**src/rtl/ul_descrambler.sv**
```systemverilog
// Uplink descrambler: accepts a block of DATA_DEPTH scrambled words and
// emits them one at a time, XORed with an x^7+x^4+1 keystream.
// LFSR_SEED must be non-zero; an all-zero LFSR never leaves zero.
module ul_descrambler #(
    parameter int         DATA_WIDTH = 8,
    parameter int         DATA_DEPTH = 4,
    parameter logic [6:0] LFSR_SEED  = 7'h7F
) (
    input  logic                             clk,
    input  logic                             rst,
    input  logic                             msg_start,
    input  logic                             in_valid,
    output logic                             in_ready,
    input  logic [DATA_DEPTH*DATA_WIDTH-1:0] par_in,
    output logic                             out_valid,
    input  logic                             out_ready,
    output logic [DATA_WIDTH-1:0]            out_data,
    output logic                             out_last,
    output logic                             drop
);

    localparam int IDX_W = (DATA_DEPTH > 1) ? $clog2(DATA_DEPTH) : 1;
    localparam logic [IDX_W-1:0] LAST_IDX = IDX_W'(DATA_DEPTH - 1);

    localparam logic [1:0] IDLE = 2'd0;
    localparam logic [1:0] RUN  = 2'd1;
    localparam logic [1:0] DONE = 2'd2;

    // Advance the LFSR DATA_WIDTH steps; returns {next_state, keystream word}.
    // The first step produces the MSB of the keystream word.
    function automatic logic [DATA_WIDTH+6:0] lfsr_word(input logic [6:0] s);
        logic [6:0]            st;
        logic [DATA_WIDTH-1:0] ks;
        logic                  fb;
        st = s;
        ks = '0;
        for (int i = DATA_WIDTH - 1; i >= 0; i--) begin
            fb    = st[6] ^ st[3];
            ks[i] = fb;
            st    = {st[5:0], fb};
        end
        return {st, ks};
    endfunction

    logic [1:0]            state;
    logic [IDX_W-1:0]      idx;
    logic [6:0]            lfsr;
    logic                  pend;
    logic [DATA_WIDTH-1:0] blk_p1 [DATA_DEPTH];

    logic [DATA_WIDTH+6:0] ks_step;
    logic [DATA_WIDTH-1:0] ks_p1;
    logic [6:0]            lfsr_nxt;
    logic                  vld_p1;

    assign ks_step  = lfsr_word(lfsr);
    assign ks_p1    = ks_step[DATA_WIDTH-1:0];
    assign lfsr_nxt = ks_step[DATA_WIDTH+6:DATA_WIDTH];

    // ---- stage p1: registered block word XOR current keystream ----
    assign vld_p1    = (state == RUN);
    assign out_valid = vld_p1;
    assign out_data  = vld_p1 ? (blk_p1[idx] ^ ks_p1) : '0;
    assign out_last  = vld_p1 && (idx == LAST_IDX);
    assign in_ready  = (state == IDLE);
    assign drop      = in_valid && !in_ready;

    // Control: FSM, word index, LFSR and deferred msg_start.
    always_ff @(posedge clk) begin
        if (rst) begin
            state <= IDLE;
            idx   <= '0;
            lfsr  <= LFSR_SEED;
            pend  <= 1'b0;
        end else begin
            case (state)
                IDLE: begin
                    // Seed load lands on the same edge as a coincident accept,
                    // so that block starts from the seed.
                    if (msg_start) begin
                        lfsr <= LFSR_SEED;
                    end
                    if (in_valid) begin
                        state <= RUN;
                        idx   <= '0;
                    end
                end
                RUN: begin
                    if (msg_start) begin
                        pend <= 1'b1;
                    end
                    if (out_ready) begin
                        lfsr <= lfsr_nxt;
                        idx  <= idx + 1'b1;
                        if (idx == LAST_IDX) begin
                            state <= DONE;
                        end
                    end
                end
                DONE: begin
                    // Apply any msg_start seen while busy on the way back to IDLE.
                    if (pend || msg_start) begin
                        lfsr <= LFSR_SEED;
                    end
                    pend  <= 1'b0;
                    state <= IDLE;
                end
                default: begin
                    state <= IDLE;
                end
            endcase
        end
    end

    // Data: capture the offered block when it is accepted.
    always_ff @(posedge clk) begin
        if (state == IDLE && in_valid) begin
            for (int i = 0; i < DATA_DEPTH; i++) begin
                blk_p1[i] <= par_in[i*DATA_WIDTH +: DATA_WIDTH];
            end
        end
    end

endmodule

```
**config.mk**
```make
export PLATFORM = sky130hd
export DESIGN_NAME = ul_descrambler
export DESIGN_NICKNAME = d
export VERILOG_FILES = /design/src/rtl/ul_descrambler.sv
export SDC_FILE = /design/constraint.sdc
export NUM_CORES = 1
export LEC_CHECK = 0
export ABC_AREA = 1
export CAP_MARGIN = 20
export CELL_PAD_IN_SITES_DETAIL_PLACEMENT = 2
export CELL_PAD_IN_SITES_GLOBAL_PLACEMENT = 2
export CORE_ASPECT_RATIO = 0.5
export CORE_MARGIN = 3
export CORE_UTILIZATION = 31
export CTS_BUF_LIST = sky130_fd_sc_hd__clkbuf_16
export DETAILED_ROUTE_END_ITERATION = 8
export GPL_ROUTABILITY_DRIVEN = 0
export PLACE_DENSITY_LB_ADDON = 0.1
export SLEW_MARGIN = 20
export SYNTH_ARGS = -nofsm -noshare
export SYNTH_HDL_FRONTEND = slang
export SYNTH_SLANG_ARGS = --single-unit
```
**constraint.sdc**
```tcl
create_clock -name clk -period 3.9 [get_ports clk]
set_clock_uncertainty 0.15 [all_clocks]
set_input_delay 0.975 -clock clk [delete_from_list [all_inputs] [get_ports clk]]
set_output_delay 0.975 -clock clk [all_outputs]
set_load 0.02 [all_outputs]
```
==> results of run 1 <==
-- registers in the layout, summed over array words and instances, names as in the netlist, named ones only --
name / count
blk_p1: 32
idx: 2
lfsr: 7
pend: 1
state: 2
-- how the worst min path moves through the flow --
stage	depth (start not counted)	from	slack [ps]	end
after floorplan	2	pend	310	pend
after global placement	2	lfsr[5]	340	lfsr[5]
after detailed placement	2	lfsr[4]	360	lfsr[4]
after CTS	2	lfsr[4]	370	lfsr[4]
after global routing	2	lfsr[4]	410	lfsr[4]
final	2	lfsr[4]	360	lfsr[4]
-- through the flow --
step	worst slack [ps]	cells	hold slack, ps	util (%)	total power [mW]
floorplan	1490	248	308	-	0.757
global placement	571	381	337	42.8	0.859
detailed placement	539	381	360	42.8	0.876
CTS	539	389	370	45.1	1.32
global route	422	389	410	45.1	1.38
finish	552	389	364	45.1	1.30
-- layout make-up --
cell class              instances  area [um^2]
clock buffers                   5          125
clock inverters                 3         23.8
fillers                       725         3520
inverters                      20         82.6
multi-input cells             177          810
flip-flops and latches         46         1240
well taps                      88          110
repair buffers                 50          495
-- cell usage in the layout, fill, tap and decap left out --
cell and instances:
nand2_2 2, nor2_2 3, nor4_1 1, clkinvlp_4 2
o21ai_1 4, clkinv_1 1, inv_6 1, nand2_4 3
nor2_1 20, a21oi_2 1, edfxtp_1 32, nand3_1 49
inv_4 3, inv_1 8, buf_4 2, clkbuf_16 5
a211oi_1 1, and2_1 1, ha_1 1, inv_2 8
a21oi_1 5, nand2_1 83, clkdlybuf4s50_1 48, dfxtp_1 14
o21ai_2 3
-- layer usage --
metal	vias to the layer above	wire, um
met1	920	2840
met4	0	72
li1	930	-
met2	33	3120
met3	8	274
met5	-	0
-- worst min-delay path, delay by kind of cell (launching register included) --
| kind | cells | cell delay [ps] |
|---|---|---|
| DFF | 1 | 340 |
| and+or+nand+nor | 2 | 130 |
-- logic make-up (layout without fill, tap and decap cells) --
kind of cell	count (synthesis)	in the layout	synth area share, %
adder cells (fa/ha/maj)	1	1	0.576
AO/OA/AOI/OAI	14	14	4.03
AND/OR/NAND/NOR	162	162	32.6
flip-flops	46	46	57.1
buffers and inverters	25	78	5.64
-- power by group through the flow --
stage	registers [mW]	clock network (mW)	logic, mW
finish	0.588	0.435	0.275
global route	0.594	0.471	0.312
CTS	0.589	0.453	0.280
detailed placement	0.600	0	0.277
global placement	0.597	0	0.263
floorplan	0.587	0	0.170
-- Yosys cell counts --
| master | n | share of area, % |
|---|---|---|
| nor2_2 | 3 | 0.86 |
| nor4_1 | 1 | 0.29 |
| inv_4 | 3 | 0.86 |
| dfxtp_1 | 14 | 13 |
| and2_1 | 1 | 0.29 |
| a211oi_1 | 1 | 0.35 |
| nand2_4 | 3 | 1.6 |
| edfxtp_1 | 32 | 44 |
| a21oi_1 | 5 | 1.2 |
| nand3_1 | 49 | 11 |
| nand2_1 | 83 | 14 |
| nand2_2 | 2 | 0.58 |
| buf_2 | 2 | 0.46 |
| nor2_1 | 20 | 3.5 |
| inv_2 | 8 | 1.4 |
| o21ai_2 | 3 | 1.2 |
| inv_1 | 8 | 1.4 |
| buf_8 | 1 | 0.69 |
| o21ai_1 | 4 | 0.92 |
| clkinv_1 | 1 | 0.17 |
| ha_1 | 1 | 0.58 |
| a21oi_2 | 1 | 0.40 |
| buf_4 | 2 | 0.69 |
==> metrics.txt, run 1 <==
CP arrival=2220 ps; Total Die Area=0.00811 mm^2; gr busiest metal=met2; hpwl dp=4740 um; Post-Syn Instances=248; sw power=0.385 mW; Initial Util=33.9%; max-slew violations=0; drc violations=0; Lkg Pwr=1.19 nW; Clock transition at path regs=70 ps; sum of negative setup slack=0 ps; CP max stage cell=clkdlybuf4s50_1; Switching Fraction=29.6%; Setup Fix Bufs, Post-CTS=0; port buffer count=48; CP endpoint=drop; number of global-route vias before repair=2065; maximum buffer depth of the clock tree=2; Distinct cells, synth=23; Comb pwr share=21.2%; ant diodes=0; Clock Sinks=46; Highest Clock Rate=299 MHz; # hold bufs at CTS=0; reg-to-reg endpoint=blk_p1[1][0]; Detailed Route Iter0 Violations=89; worst r2r src=state[0]; Detailed Route WL=6300 um; #FFs+latches synth=46; CTS resizes=0; area grow syn2layout=32.9%; M2 GR Usage=29.8%; Worst-Margin Slew=416 ps; DRT antenna net count=0; CTS Buf Count=5; Top delay family on crit path=buffers and inverters; GR Util met3=4.46%; peak supply drop=0.227 mV; core area=0.00641 mm^2; Tmin final=3350 ps; fin nets=338; chip height=65.2 um; startpoint types=input port; period utilisation layout=85.8%; Hold WC Path Type=flip-flop to flip-flop; crit-path cells=clkdlybuf4s50_1 -> inv_1 -> nor2_1 -> clkdlybuf4s50_1; CP Launch Point=in_valid; RSZ-0062 raised after global routing=no; part of the Yosys area used for sequential elements=57.1%; GRT overflow=0; CP dominant cell by count=clkdlybuf4s50_1; Fin. Hold Viols=0; clock power share=33.5%; vias per cell=4.86; Final Instance Area=0.00289 mm^2; syn nets=286; outcome=finished clean; Worst Reg2Reg Path Length in Cells=4; placed instance area=0.00274 mm^2; Vias=1891; largest net degree at the start of global routing=33; reg2reg setup slack=2210 ps; io pins=49; layout cells sized above 1=11.0%; antenna violations before repair=0; Avg Inst Size Synth=8.76 um^2; mapped cell area=0.00217 mm^2; met1 GRT Util=20.7%; wire length of the first global-routing pass=10600 um; slew margin rel.=72.2%; worst path required time=2770 ps; htree depth=2; Pre-Repair DR Iteration Count=4; WS Path Type=input port to primary output; Global Route Usage Sum=16.8%; maxcap violations=0; root buffer cell=clkbuf_16; pwr/cell area=450 mW/mm^2; Yosys Warn Count=0; internal power=0.913 mW; Worst Path Max Fanout=2; WL/cell=16.2 um; CTS tree=built; worst skew pair latency=290 ps; CP bufs+invs=3; CP Depth=4; Rows=20; sequential share of power=45.3%; Worst setup EP type=primary output; die width=124 um; Finish-stage setup viols=0; worst stage delay on the critical path=600 ps
No activity file was read; power rests on OpenSTA's default activity.
==> run 2: changes to the inputs <==
- CORE_UTILIZATION: 31 -> 32
- SKIP_LAST_GASP: default -> 1
==> metrics.txt, run 2 (synthesized netlist as in run 1, its figures left out) <==
outcome=finished clean (unchanged); worst r2r src=state[0] (unchanged); area grow syn2layout=33.7% (was 32.9%); number of global-route vias before repair=2163 (was 2065); Hold Startpoint=pend (was lfsr[4]); Initial Util=34.5% (was 33.9%); chip height=64.3 um (was 65.2 um); Tmin final=3360 ps (was 3350 ps); Finish-stage setup viols=0 (unchanged); worst path required time=2770 ps (about the same); CTS Buf Count=5 (unchanged); biggest regs=blk_p1 x32, lfsr x7 (unchanged); Worst-Margin Slew=417 ps (was 416 ps); Vias=1915 (was 1891); Detailed Route Iter0 Violations=104 (was 89); vias per cell=4.92 (was 4.86); Clock transition at path regs=60 ps (was 70 ps); Hold WC Path Type=flip-flop to flip-flop (unchanged); hpwl dp=4760 um (was 4740 um); wire length of the first global-routing pass=10800 um (was 10600 um); GRT overflow=0 (unchanged); max FFs per register=32 (unchanged); CTS tree=built (unchanged); largest net degree at the start of global routing=33 (unchanged); Total Die Area=0.00788 mm^2 (was 0.00811 mm^2); io pins=49 (unchanged); worst skew pair latency=290 ps (about the same); Worst setup EP type=primary output (unchanged); drc violations=0 (unchanged); WL/cell=16.6 um (was 16.2 um); DRT antenna net count=0 (unchanged); WS Path Type=input port to primary output (unchanged); core area=0.00631 mm^2 (was 0.00641 mm^2); period utilisation layout=86.2% (was 85.8%); Fin. Hold Viols=0 (unchanged); multi-input gate area in the final layout=810 um^2 (unchanged); hold path cells=2 (unchanged); pwr/cell area=467 mW/mm^2 (was 450 mW/mm^2); ant diodes=0 (unchanged); port buffer count=48 (unchanged); Setup Fix Bufs, Post-CTS=0 (unchanged); Detailed Route WL=6480 um (was 6300 um); Clock Sinks=46 (unchanged); root buffer cell=clkbuf_16 (unchanged); number of fillers in the final layout=690 (was 725); startpoint types=input port (unchanged); reg2reg setup slack=2190 ps (was 2210 ps); Hold Path End=pend (was lfsr[4]); # hold bufs at CTS=0 (unchanged); CTS resizes=0 (unchanged); die width=123 um (was 124 um); Pre-Repair DR Iteration Count=4 (unchanged); maximum buffer depth of the clock tree=2 (unchanged); Lkg Pwr=1.21 nW (was 1.19 nW); max-slew violations=0 (unchanged); reg-to-reg endpoint=blk_p1[3][5] (was blk_p1[1][0]); commonest non-fill, non-tap cells in the layout=nand2_1, nand3_1, clkdlybuf4s50_1, edfxtp_1, nor2_1 (unchanged); htree depth=2 (unchanged); antenna violations before repair=0 (unchanged); sum of negative setup slack=0 ps (unchanged); CP arrival=2240 ps (was 2220 ps); Worst Path Max Fanout=2 (unchanged); fin nets=338 (unchanged); hold_ws=359 ps (was 364 ps); Storage cell area=0.00124 mm^2 (unchanged); slew margin rel.=72.2% (about the same); peak supply drop=0.223 mV (was 0.227 mV); maxcap violations=0 (unchanged); Worst Reg2Reg Path Length in Cells=4 (unchanged); Global Route Usage Sum=18.1% (was 16.8%); layout cells sized above 1=10.6% (was 11.0%); most common cell after layout, fill and taps aside=nand2_1 (unchanged); RSZ-0062 raised after global routing=no (unchanged); Highest Clock Rate=298 MHz (was 299 MHz); Reg with most FFs=blk_p1 (unchanged); Rows=20 (unchanged)
==> run 2: cell count changes in the layout (fill, tap and decap cells not counted), sizes merged <==
cell      before  now
clkinvlp       2    1
bufinv         0    1
==> run 2: power breakdown <==
group | total [mW] | internal [mW] | switching (mW)
sequential | 0.590 | 0.561 | 0.0287
clock | 0.489 | 0.300 | 0.189
combinational | 0.276 | 0.113 | 0.164
total | 1.36 | 0.974 | 0.382
==> run 2: layer usage <==
| layer | GRT usage (%) | up-vias | wire (um) |
|---|---|---|---|
| li1 | - | 929 | - |
| met1 | 22.4 | 946 | 3050 |
| met2 | 31.0 | 34 | 3130 |
| met3 | 5.22 | 6 | 227 |
| met4 | 5.02 | 0 | 71 |
| met5 | 0 | - | 0 |
==> run 2: worst max-delay path by stage <==
stage | startpoint | slack, ps | cells past startpoint | end
finish | in_valid | 540 | 4 | drop
global route | flip-flop | 420 | 7 | out_data[6]
CTS | flip-flop | 540 | 6 | out_data[6]
detailed placement | in_valid | 550 | 4 | drop
global placement | in_valid | 580 | 4 | drop
floorplan | in_valid | 1490 | 2 | drop
==> run 2: critical path: stages <==
cell and delay [ps]:
clkdlybuf4s50_1 510, inv_1 50, nor2_1 90, clkdlybuf4s50_1 600
==> run 2: cell type report <==
class	count	area share, %
repair buffers	50	17.1
inverters	20	2.84
clock buffers	5	4.31
well taps	88	3.79
multi-input cells	177	27.9
flip-flops and latches	46	42.7
clock inverters	3	1.42
==> run 2: per-stage QoR <==
stage | total power [mW] | instance area (um^2) | cells | util (%) | setup slack [ps]
after floorplan | 0.757 | 2170 | 248 | - | 1490
after global placement | 0.860 | 2740 | 381 | 43.4 | 575
after detailed placement | 0.877 | 2740 | 381 | 43.4 | 552
after CTS | 1.38 | 2910 | 389 | 46.1 | 544
after global routing | 1.43 | 2910 | 389 | 46.1 | 423
final | 1.36 | 2910 | 389 | 46.1 | 540
